==> src/rtl/fetch_unit_pkg.sv <==
// Shared definitions for the instruction-fetch front end: state encodings and fetch constants.
package fetch_unit_pkg;

   typedef enum logic [1:0] {
      FETCH_IDLE = 2'd0,
      FETCH_RUN  = 2'd1,
      FETCH_HALT = 2'd2
   } fetch_state_t;

   localparam int unsigned PC_INC    = 4;
   localparam logic [31:0] NOP_INSTR = 32'h0000_0013;

endpackage

==> src/rtl/fetch_fifo.sv <==
// Two-entry in-order FIFO holding fetched {instr, pc} pairs; flush empties it in one cycle.
module fetch_fifo #(
   parameter int unsigned W = 32
) (
   input  logic         clk,
   input  logic         rst_n,
   input  logic         push,
   input  logic         pop,
   input  logic         flush,
   input  logic [W-1:0] push_instr,
   input  logic [W-1:0] push_pc,
   output logic         valid,
   output logic [W-1:0] head_instr,
   output logic [W-1:0] head_pc,
   output logic [1:0]   count
);

   logic [W-1:0] instr_q [2];
   logic [W-1:0] pc_q    [2];
   logic         rd_ptr_q;
   logic         wr_ptr_q;
   logic [1:0]   count_q;

   // Flush wins over push; a pop in the flush cycle is simply absorbed.
   always_ff @(posedge clk or negedge rst_n) begin
      if (!rst_n) begin
         for (int i = 0; i < 2; i++) begin
            instr_q[i] <= '0;
            pc_q[i]    <= '0;
         end
         rd_ptr_q <= 1'b0;
         wr_ptr_q <= 1'b0;
         count_q  <= 2'd0;
      end else if (flush) begin
         rd_ptr_q <= 1'b0;
         wr_ptr_q <= 1'b0;
         count_q  <= 2'd0;
      end else begin
         if (push) begin
            instr_q[wr_ptr_q] <= push_instr;
            pc_q[wr_ptr_q]    <= push_pc;
            wr_ptr_q          <= ~wr_ptr_q;
         end
         if (pop) begin
            rd_ptr_q <= ~rd_ptr_q;
         end
         count_q <= count_q + 2'(push) - 2'(pop);
      end
   end

   assign valid      = (count_q != 2'd0);
   assign head_instr = instr_q[rd_ptr_q];
   assign head_pc    = pc_q[rd_ptr_q];
   assign count      = count_q;

endmodule

==> src/rtl/fetch_unit.sv <==
// Instruction-fetch initiator: PC generation, single in-flight IMEM read, 2-deep output buffer, redirects.
// Optional build macro FETCH_HALT_ON_ZERO_EN: a fetched all-zero word halts fetching until a redirect.
module fetch_unit
   import fetch_unit_pkg::*;
#(
   parameter int unsigned     XLEN     = 32,
   parameter logic [XLEN-1:0] RESET_PC = '0,
   parameter int unsigned     DEPTH    = 2
) (
   input  logic            clk,
   input  logic            rst_n,
   output logic            imem_en,
   output logic [XLEN-1:0] imem_addr,
   input  logic [XLEN-1:0] imem_rdata,
   input  logic            redirect_valid,
   input  logic [XLEN-1:0] redirect_pc,
   output logic            out_valid,
   input  logic            out_ready,
   output logic [XLEN-1:0] out_instr,
   output logic [XLEN-1:0] out_pc
);

   fetch_state_t    state_q;
   fetch_state_t    state_d;
   logic [XLEN-1:0] pc_q;
   logic [XLEN-1:0] issued_pc_q;
   logic            pending_q;
   logic            pop;
   logic            redirect;
   logic            push_ok;
   logic            push;
   logic            credit_ok;
   logic [1:0]      fifo_count;
   logic [2:0]      in_use;

   assign pop      = out_valid & out_ready;
   assign redirect = redirect_valid & (state_q != FETCH_IDLE);
   // The response landing in a redirect cycle belongs to the old path and is dropped with the flush.
   assign push_ok  = pending_q & ~redirect & (state_q == FETCH_RUN);
   assign in_use   = 3'(fifo_count) + 3'(pending_q) - 3'(pop);
   assign credit_ok = (in_use < 3'(DEPTH));

`ifdef FETCH_HALT_ON_ZERO_EN
   logic zero_word;
   logic halt_hit;
   assign zero_word = (imem_rdata == '0);
   assign push      = push_ok & ~zero_word;
   assign halt_hit  = push_ok & zero_word;
`else
   assign push      = push_ok;
`endif

   // State register
   always_ff @(posedge clk or negedge rst_n) begin
      if (!rst_n) begin
         state_q <= FETCH_IDLE;
      end else begin
         state_q <= state_d;
      end
   end

   // Next-state logic
   always_comb begin
      state_d = state_q;
      case (state_q)
         FETCH_IDLE: state_d = FETCH_RUN;
`ifdef FETCH_HALT_ON_ZERO_EN
         FETCH_RUN:  if (halt_hit) state_d = FETCH_HALT;
         FETCH_HALT: if (redirect) state_d = FETCH_RUN;
`else
         FETCH_RUN:  state_d = FETCH_RUN;
`endif
         default:    state_d = FETCH_IDLE;
      endcase
   end

   // IMEM request: a redirect bypasses the credit check since the buffer is being flushed
   always_comb begin
      imem_en   = 1'b0;
      imem_addr = pc_q;
      if (redirect) begin
         imem_en   = 1'b1;
         imem_addr = redirect_pc & ~XLEN'(3);
      end else if ((state_q == FETCH_RUN) && credit_ok) begin
         imem_en   = 1'b1;
      end
   end

   // PC and in-flight tracking
   always_ff @(posedge clk or negedge rst_n) begin
      if (!rst_n) begin
         pc_q        <= RESET_PC;
         issued_pc_q <= RESET_PC;
         pending_q   <= 1'b0;
      end else begin
         pending_q <= imem_en;
         if (imem_en) begin
            pc_q        <= imem_addr + XLEN'(PC_INC);
            issued_pc_q <= imem_addr;
         end
      end
   end

   fetch_fifo #(
      .W (XLEN)
   ) u_fifo (
      .clk        (clk),
      .rst_n      (rst_n),
      .push       (push),
      .pop        (pop),
      .flush      (redirect),
      .push_instr (imem_rdata),
      .push_pc    (issued_pc_q),
      .valid      (out_valid),
      .head_instr (out_instr),
      .head_pc    (out_pc),
      .count      (fifo_count)
   );

endmodule

==> config.mk <==
export PLATFORM = sky130hd
export DESIGN_NAME = fetch_unit
export DESIGN_NICKNAME = d
export VERILOG_FILES = /design/src/rtl/fetch_unit_pkg.sv /design/src/rtl/fetch_fifo.sv /design/src/rtl/fetch_unit.sv
export SDC_FILE = /design/constraint.sdc
export NUM_CORES = 1
export LEC_CHECK = 0
export ABC_AREA = 1
export CORE_UTILIZATION = 53
export DETAILED_ROUTE_END_ITERATION = 8
export GPL_ROUTABILITY_DRIVEN = 0
export PLACE_DENSITY = 0.87
export SYNTH_ARGS = -nofsm -noshare
export SYNTH_HDL_FRONTEND = slang
export SYNTH_SLANG_ARGS = --single-unit
==> constraint.sdc <==
create_clock -name clk -period 2.9 [get_ports clk]
set_input_delay 0.435 -clock clk [delete_from_list [all_inputs] [get_ports clk]]
set_output_delay 0.435 -clock clk [all_outputs]
set_load 0.05 [all_outputs]
# [Word-level counts from Yosys, hierarchy flattened]
# Cells that the tools add are included.
[totals] ff_bits=199 in_bits=68 out_inout_bits=98
[classes] n_addsub=5 order_cmp=4 eq_ne=1 muxes=19 bitwise=9 reduce_logical=9
[op_table] cell="$mux W32" count=8
[op_table] cell="$bwmux W64" count=2
[op_table] cell="$add A32 B3 Y32 const B" count=1
[op_table] cell="$demux W32 S1" count=1
[op_table] cell="$reduce_bool A2 Y1" count=4
[op_table] cell="$mux W1" count=7
[op_table] cell="$and A1 B1 Y1" count=4
[op_table] cell="$ge A2 B2 Y1 const B" count=2
[op_table] cell="$not A1 Y2" count=2
[op_table] cell="$add A2 B1 Y3" count=1
[op_table] cell="$lt A3 B2 Y1 const B" count=1
[op_table] cell="$not A1 Y1" count=3
[op_table] cell="$sub A3 B1 Y3" count=1
[op_table] cell="$add A2 B1 Y2" count=1
[op_table] cell="$eq A2 B1 Y1 const B" count=1
[op_table] cell="$logic_and A1 B1 Y1" count=2
[op_table] cell="$logic_not A2 Y1" count=1
[op_table] cell="$lt A2 B1 Y1 const B" count=1
[op_table] cell="$mux W2" count=1
[op_table] cell="$reduce_and A2 Y1" count=1
[op_table] cell="$reduce_or A2 Y1" count=1
[op_table] cell="$sub A2 B1 Y2" count=1

# [Logic depth before layout (Yosys ltp)]
# Gate-level depths: netlist of run 1.
[depth] ltp_word=8 ltp_mapped=18

# [Modules after synthesis]
# From an unflattened synthesis of run 1, not the netlist that was laid out.
[unflattened] cells_unflattened=1119 area_unflattened_um2=9903.2
[modules_own_cells] module="fetch_fifo" instances=1 cells_each=574 area_each_um2=6085.8
[modules_own_cells] module="fetch_unit" instances=1 cells_each=545 area_each_um2=3817.4

# [Worst setup path after synthesis of run 1]
# Ideal clock, no wire load.
[synth_path] kind="register -> output" from="reg u_fifo.count_q[1], in the netlist u_fifo.count[1]" to="out imem_en" arrival_ps=2527 t_required_ps=2465 slack_ps=-62 path_stages_with_launch=13 cell_sequence="dfrtp_1 inv_1 nand2_1 nand2_1 inv_1 ha_1 inv_1 nand2_1 fa_1 nand4_1 nand2_2 buf_4 buf_2"
[synth_between] elab_chain_cells=7
[synth_lines] element="start, declared" line_no="fetch_fifo.sv:22" text="logic [1:0] count_q;"
[synth_lines] element="start signal, assigned" line_no="fetch_fifo.sv:47" text="count_q <= count_q + 2'(push) - 2'(pop);"
[synth_lines] element="$reduce_bool A2 Y1" line_no="fetch_fifo.sv:51" text="assign valid = (count_q != 2'd0);"
[synth_lines] element="net out_valid" line_no="fetch_unit.sv:17" text="output logic out_valid,"
[synth_lines] element="$and A1 B1 Y1" line_no="fetch_unit.sv:36" text="assign pop = out_valid & out_ready;"
[synth_lines] element="$sub A3 B1 Y3" line_no="fetch_unit.sv:40" text="assign in_use = 3'(fifo_count) + 3'(pending_q) - 3'(pop);"
[synth_lines] element="$lt A3 B2 Y1" line_no="fetch_unit.sv:41" text="assign credit_ok = (in_use < 3'(DEPTH));"
[synth_lines] element="$logic_and A1 B1 Y1" line_no="fetch_unit.sv:84" text="end else if ((state_q == FETCH_RUN) && credit_ok) begin"
[synth_lines] element="$mux W1" line_no="fetch_unit.sv:84"
[synth_lines] element="$mux W1" line_no="fetch_unit.sv:81" text="if (redirect) begin"
[synth_lines] element="end, declared" line_no="fetch_unit.sv:12" text="output logic imem_en,"
# The timed path passes the listed nets, and every way through them passes these cells.

# [Worst setup path in the final report of run 1]
[layout_path] from="reg u_fifo.count_q[1], in the netlist u_fifo.count[1]" to="out imem_en"
[layout_between] elab_chain_cells=7
[layout_lines] element="parallel branches: the longest is 2 deep, another holds $add A2 B1 Y3"
[layout_lines] element="$sub A3 B1 Y3 (*)" line_no="fetch_unit.sv:40"
[layout_lines] element="$lt A3 B2 Y1 (*)" line_no="fetch_unit.sv:41"
[layout_lines] element="$logic_and A1 B1 Y1 (*)" line_no="fetch_unit.sv:84"
[layout_lines] element="$mux W1 (*)" line_no="fetch_unit.sv:84"
[layout_lines] element="$mux W1 (*)" line_no="fetch_unit.sv:81"
# Mark *: on every way between the ends.

==> results of run 1 <==
-- critical path, cell delays in order, from the launching register on --
cell	delay, ns
dfrtp_1	0.39
inv_2	0.07
nand2_2	0.06
nand2_2	0.09
inv_2	0.05
ha_4	0.21
inv_2	0.07
nand2_2	0.05
fa_2	0.53
nand4_1	0.11
nand2_2	0.17
buf_12	0.16
-- kinds of logic (layout without fill, tap and decap cells) --
group / count (synthesis) / count (layout) / share of synthesized area (%)
other: 1 / 1 / 0.03986
flip-flops: 196 / 196 / 52.13
adder cells (fa/ha/maj): 5 / 5 / 0.7448
AO/OA/AOI/OAI: 185 / 185 / 10.31
XOR/XNOR: 2 / 2 / 0.1862
AND/OR/NAND/NOR: 667 / 667 / 28.85
buffers and inverters: 177 / 342 / 7.740
-- state kept, by name, summed over array words and instances (netlist names) --
signal	cells
u_fifo.instr_q	64
u_fifo.pc_q	64
pc_q	32
issued_pc_q	30
u_fifo.count	2
pending_q	1
state_q	1
u_fifo.rd_ptr_q	1
u_fifo.wr_ptr_q	1
-- routing by layer --
layer | vias up | GRT usage [%] | share of wire, %
met4 | 0 | 11.11 | 2.8
li1 | 4137 | - | -
met5 | - | 0 | 0
met2 | 339 | 41.91 | 47
met1 | 4003 | 35.51 | 44
met3 | 40 | 4.676 | 6.8
-- through the flow --
step	setup WS (ns)	setup TNS (ns)	utilization (%)	std cells	hold WS [ns]
after floorplan	0.09711	0	-	1233	0.1394
after global placement	0.03511	0	66.35	1585	0.4570
after detailed placement	-0.03362	-0.07321	66.35	1585	0.4671
after CTS	0.003187	0	70.03	1621	0.1043
after global routing	0.002424	0	70.04	1623	0.1248
final	0.07797	0	70.04	1623	0.06158
-- placed cells by master (no fill, tap or decap), drive strengths merged --
cell type	instances
nor2	66
nand2	533
xnor2	1
o21ai	159
clkinvlp	1
o21bai	7
nand4	5
o21a	3
ha	4
xor2	1
conb	1
a21oi	10
clkdlybuf4s50	66
buf	131
nor3	1
fa	1
inv	114
o211ai	6
clkinv	6
clkbuf	22
dfrtp	196
or2	1
bufinv	2
nand3	61
-- how the worst max path moves through the flow --
stage | slack, ns | start | end | cells after the start
2_1_floorplan | 0.1 | u_fifo.count[1] | imem_en | 12
3_3_place_gp | 0.04 | out_ready | pc_q[22] | 15
3_5_place_dp | -0.03 | out_ready | pc_q[20] | 15
4_1_cts | 0.003 | u_fifo.count[1] | imem_en | 12
5_1_grt | 0.002 | u_fifo.count[1] | imem_en | 11
6_report | 0.08 | u_fifo.count[1] | imem_en | 11
-- repair_timing --
action                                 in CTS  in global routing
endpoints found under the hold margin       0                  0
pin swaps                                   3                  3
resized for setup                           8                  0
buffers inserted                            4                  3
setup endpoints to repair                   1                  1
-- area by class of cell --
| class | count | area [um^2] | share of cell area [%] |
|---|---|---|---|
| multi-input combinational | 860 | 3812 | 31.47 |
| timing repair buffer | 198 | 2108 | 17.40 |
| sequential | 196 | 4906 | 40.49 |
| clock buffer | 21 | 460.4 | 3.800 |
| clock inverter | 11 | 126.4 | 1.043 |
| tap | 225 | 281.5 | 2.324 |
| inverter | 112 | 420.4 | 3.470 |
-- where the power goes --
group          internal, uW  switching (uW)
registers              3880             592
logic                  2470            5120
clock network          1320            1040
==> summary.md, run 1 <==
| Metric | Value |
|---|---|
| Peak Freq | 354.4 MHz |
| CP startpoint kind | register |
| Min Tclk post-route | 2.822 ns |
| FF-to-FF End | issued_pc_q[13] |
| Worst R2R Path Depth | 15 |
| Synth async-reset ratio | 100.0% |
| Crit path max fanout | 3 |
| N_diodes | 0 |
| Max Root-Sink Buffers | 2 |
| First-pass DRT Iterations | 5 |
| Root Driver | clkbuf_16 |
| Drt drc | 0 |
| Post-synthesis register bit count | 196 |
| HP Class | primary input to asynchronous set/reset pin |
| Count of final setup violators | 0 |
| Rel. slew slack | 47.30% |
| Total GRT Usage | 26.31% |
| H-tree level count | 4 |
| I/O Pins | 166 |
| Leakage | 0.006187 uW |
| Clk slew on worst S/H paths | 0.07 ns |
| Hold_buf cts | 0 |
| Register area share after synthesis | 52.13% |
| Worst flop-to-flop path startpoint | u_fifo.count[1] |
| Critical path type | register to primary output |
| Final-report max-slew violation count | 0 |
| R2R Setup Slk | 0.23 ns |
| Starting Density | 54.39% |
| Arrival time worst endpoint | 2.39 ns |
| Die height | 135.2 um |
| Critical Path Sink Type | primary output |
| Clock Latency Late Sink | 0.44 ns |
| Synthesized Nets | 1306 |
| RSZ-0062 raised after global routing | false |
| Top post-synthesis cells by count | nand2_1 (517), dfrtp_1 (196), o21ai_0 (150) |
| Post-layout total power | 14410 uW |
| Antenna Nets Post-Route | 0 |
| Placed Area | 0.01148 mm^2 |
| EDFF count, synth | 0 |
| Syn Std Cell Area | 0.009408 mm^2 |
| Layout cells sized above 1 | 15.31% |
| Final hold vios | 0 |
| Site row count | 48 |
| First-pass GRT wire length | 37450 um |
| Avg WL per Cell | 14.34 um |
| Final instance area | 0.01212 mm^2 |
| Most common cell in the netlist | nand2_1 |
| Yosys top cell area share | 52.13% |
| DP HPWL | 15150 um |
| Post-synth top area cell | dfrtp_1 |
| Post-layout net count | 1458 |
| Core outline area | 0.01730 mm^2 |
| Synthesized netlist cell count | 1233 |
| CTS tree | yes |
| Vias in the first global route | 7745 |
| Syn. warnings | 0 |
| Synth Flop Type | dfrtp_1 |
| Fillers | 1336 |
| Skew final | 0.01585 ns |
| Via/cell ratio | 5.249 |
| Antenna violations before repair | 0 |
| IO Port Bufs | 163 |
| Yosys cell types | 31 |
| PD cells | 1190 mW/mm^2 |
| Overflow left after global routing | 0 |
| Via count | 8519 |
| Final wirelength | 23270 um |
| Max-cap viol count | 0 |
| WP data required | 2.47 ns |
| Crit share post-route | 97.31% |
| Area grow syn2layout | 28.78% |
| Total CTS buffers | 17 |
| Largest net degree at the start of global routing | 129 |
| Clock sink total | 196 |
| Top post-synthesis cells by area | dfrtp_1 (52%), nand2_1 (21%), o21ai_0 (8.0%), inv_1 (4.3%), nand3_1 (3.0%) |
| Status | finished clean |
| Initial DRC count | 666 |
| Die ar. | 0.01829 mm^2 |
| Peak supply drop | 0.0006687 V |
| Die X | 135.2 um |
| Mean Syn Cell Area | 7.630 um^2 |
| Worst slew pin tran | 0.7904 ns |
No activity file was read; power rests on OpenSTA's default activity.
==> run 2, diff against run 1 <==
--- a/config.mk
+++ b/config.mk
@@ -6,10 +6,12 @@
 export NUM_CORES = 1
 export LEC_CHECK = 0
 export ABC_AREA = 1
+export CORE_MARGIN = 3
 export CORE_UTILIZATION = 53
 export DETAILED_ROUTE_END_ITERATION = 8
 export GPL_ROUTABILITY_DRIVEN = 0
 export PLACE_DENSITY = 0.87
+export SLEW_MARGIN = 10
 export SYNTH_ARGS = -nofsm -noshare
 export SYNTH_HDL_FRONTEND = slang
 export SYNTH_SLANG_ARGS = --single-unit
==> run 2 against run 1 <==
Effect of this change: critical path depth stayed put; maximum frequency is 0.36% lower; cell count is 0.18% lower; first-iteration DRC count is 7.7% higher; register-to-register slack worse by 0.09 ns.
==> summary.md, run 2 (synthesized netlist as in run 1, its figures left out) <==
| Metric | Value |
|---|---|
| Site row count | 48 |
| Met1 Use GR | 34.21% |
| Initial DRC count | 717 |
| First-pass DRT Iterations | 7 |
| Layout cells sized above 1 | 15.20% |
| Clk slew on worst S/H paths | 0.07 ns |
| Count of final setup violators | 0 |
| Critical path type | register to primary output |
| Crit path max fanout | 2 |
| Worst slew pin tran | 0.6443 ns |
| Pre-CTS WS | -0.08318 ns |
| Status | finished clean |
| WP data required | 2.47 ns |
| Most Crowded Layer GR | met2 |
| Met2 usage | 41.88% |
| Most common cell after layout, fill and taps aside | nand2_1 |
| Avg WL per Cell | 15.32 um |
| Arrival time worst endpoint | 2.40 ns |
| Final-report max-slew violation count | 0 |
| Total CTS buffers | 17 |
| Peak supply drop | 0.0007021 V |
| Cells after DPL | 1582 |
| Crit share post-route | 97.66% |
| Final hold vios | 0 |
| Via/cell ratio | 5.375 |
| H-tree level count | 4 |
| Post-layout net count | 1455 |
| First-pass GRT wire length | 40830 um |
| Vias in the first global route | 8379 |
| Max Root-Sink Buffers | 2 |
| CTS tree | yes |
| Peak Freq | 353.1 MHz |
| Skew final | 0.007382 ns |
| Highest-count cells in the layout ignoring fill and taps | nand2_1 (512), dfrtp_1 (195), o21ai_0 (150) |
| Via count | 8708 |
| HP Class | primary input to asynchronous set/reset pin |
| Largest registers | u_fifo.instr_q (64), u_fifo.pc_q (64), pc_q (32) |
| Overflow left after global routing | 0 |
| IO Port Bufs | 163 |
| Largest net degree at the start of global routing | 129 |
| CP startpoint kind | register |
| Core outline area | 0.01736 mm^2 |
| Die height | 139.2 um |
| Fillers | 1244 |
| Final std cells w/o fill | 1620 |
| Area grow syn2layout | 33.59% |
| N_diodes | 0 |
| Antenna violations before repair | 0 |
| Final wirelength | 24820 um |
| Critical Path Sink Type | primary output |
| Antenna Nets Post-Route | 0 |
| PD cells | 1220 mW/mm^2 |
| I/O Pins | 166 |
| Final Util | 72.41% |
| Min Tclk post-route | 2.832 ns |
| Clock Latency Late Sink | 0.44 ns |
| Post-route setup slack | 0.06785 ns |
| Total GRT Usage | 25.73% |
| Met3 Use GR | 5.808% |
| Leakage | 0.006313 uW |
| Die X | 139.2 um |
| DP HPWL | 16520 um |
| Clock sink total | 196 |
| Root Driver | clkbuf_16 |
| Setup TNS | 0 ns |
| Die ar. | 0.01939 mm^2 |
| Drt drc | 0 |
| Max-cap viol count | 0 |
| Rel. slew slack | 57.05% |
| Starting Density | 54.20% |
[run 2: cell types whose count changed in the layout (fill, tap and decap cells not counted), moves of 2 or more]
| cell | previous run | this run |
|---|---|---|
| buf_12 | 36 | 72 |
| nand2_2 | 18 | 16 |
| buf_4 | 95 | 57 |
| nand2_4 | 3 | 5 |
[run 2: power by group]
group,internal [uW],switching [uW],total (uW),leakage [uW]
Sequential,3880,613,4490,0.00252
Combinational,3110,5330,8440,0.00350
Clock,1380,1030,2410,0.000290
Total,8370,6970,15300,0.00631
[run 2: timing repair]
item,CTS,global route
hold buffers,0,0
buffers inserted,3,3
resized for setup,4,7
setup endpoints to repair,1,19
pin swaps,2,3
[run 2: critical path: stages (launching register included)]
cell and delay (ns):
dfrtp_1 0.39, inv_2 0.07, nand2_2 0.06, nand2_2 0.08, inv_2 0.05, ha_4 0.22, inv_4 0.06, nand2_4 0.05
fa_2 0.57, nand4_1 0.13, nand2_4 0.14, buf_12 0.14
[run 2: worst paths after layout]
kind / cells past startpoint / slack [ns] / from / endpoint
max in group asynchronous: 2 / 2.08 / rst_n / u_fifo.rd_ptr_q
min in group clk: 2 / 0.48 / pc_q[3] / pc_q[3]
hold reg to reg: 2 / 0.48 / pc_q[3] / pc_q[3]
setup reg to reg: 16 / 0.14 / u_fifo.count[1] / pc_q[9]
hold / removal: 1 / 0.03 / rst_n / pc_q[22]
setup / recovery: 11 / 0.07 / u_fifo.count[1] / imem_en
[run 2: area by class of cell]
cell class | instances | area, um^2 | area share, %
flip-flops and latches | 196 | 4906 | 39.03
multi-input cells | 860 | 3822 | 30.41
repair buffers | 195 | 2534 | 20.16
clock buffers | 20 | 446.7 | 3.554
inverters | 112 | 422.9 | 3.365
well taps | 225 | 281.5 | 2.240
clock inverters | 12 | 155.1 | 1.234
[run 2: metrics by stage]
stage          hold slack (ns)  instance area [um^2]  power [uW]
5_1_grt                0.05839                 12570       16180
6_report               0.02749                 12570       15340
2_1_floorplan           0.1394                  9410        9321
4_1_cts                0.05224                 12520       15270
3_5_place_dp            0.4684                 11890       12740
3_3_place_gp            0.4549                 11890       12470
[run 2: routing by layer]
| metal | part of all wire [%] | routed length, um |
|---|---|---|
| met1 | 41 | 10190 |
| met2 | 48 | 11900 |
| met3 | 8.1 | 2004 |
| met4 | 2.9 | 723 |
| met5 | 0 | 0 |
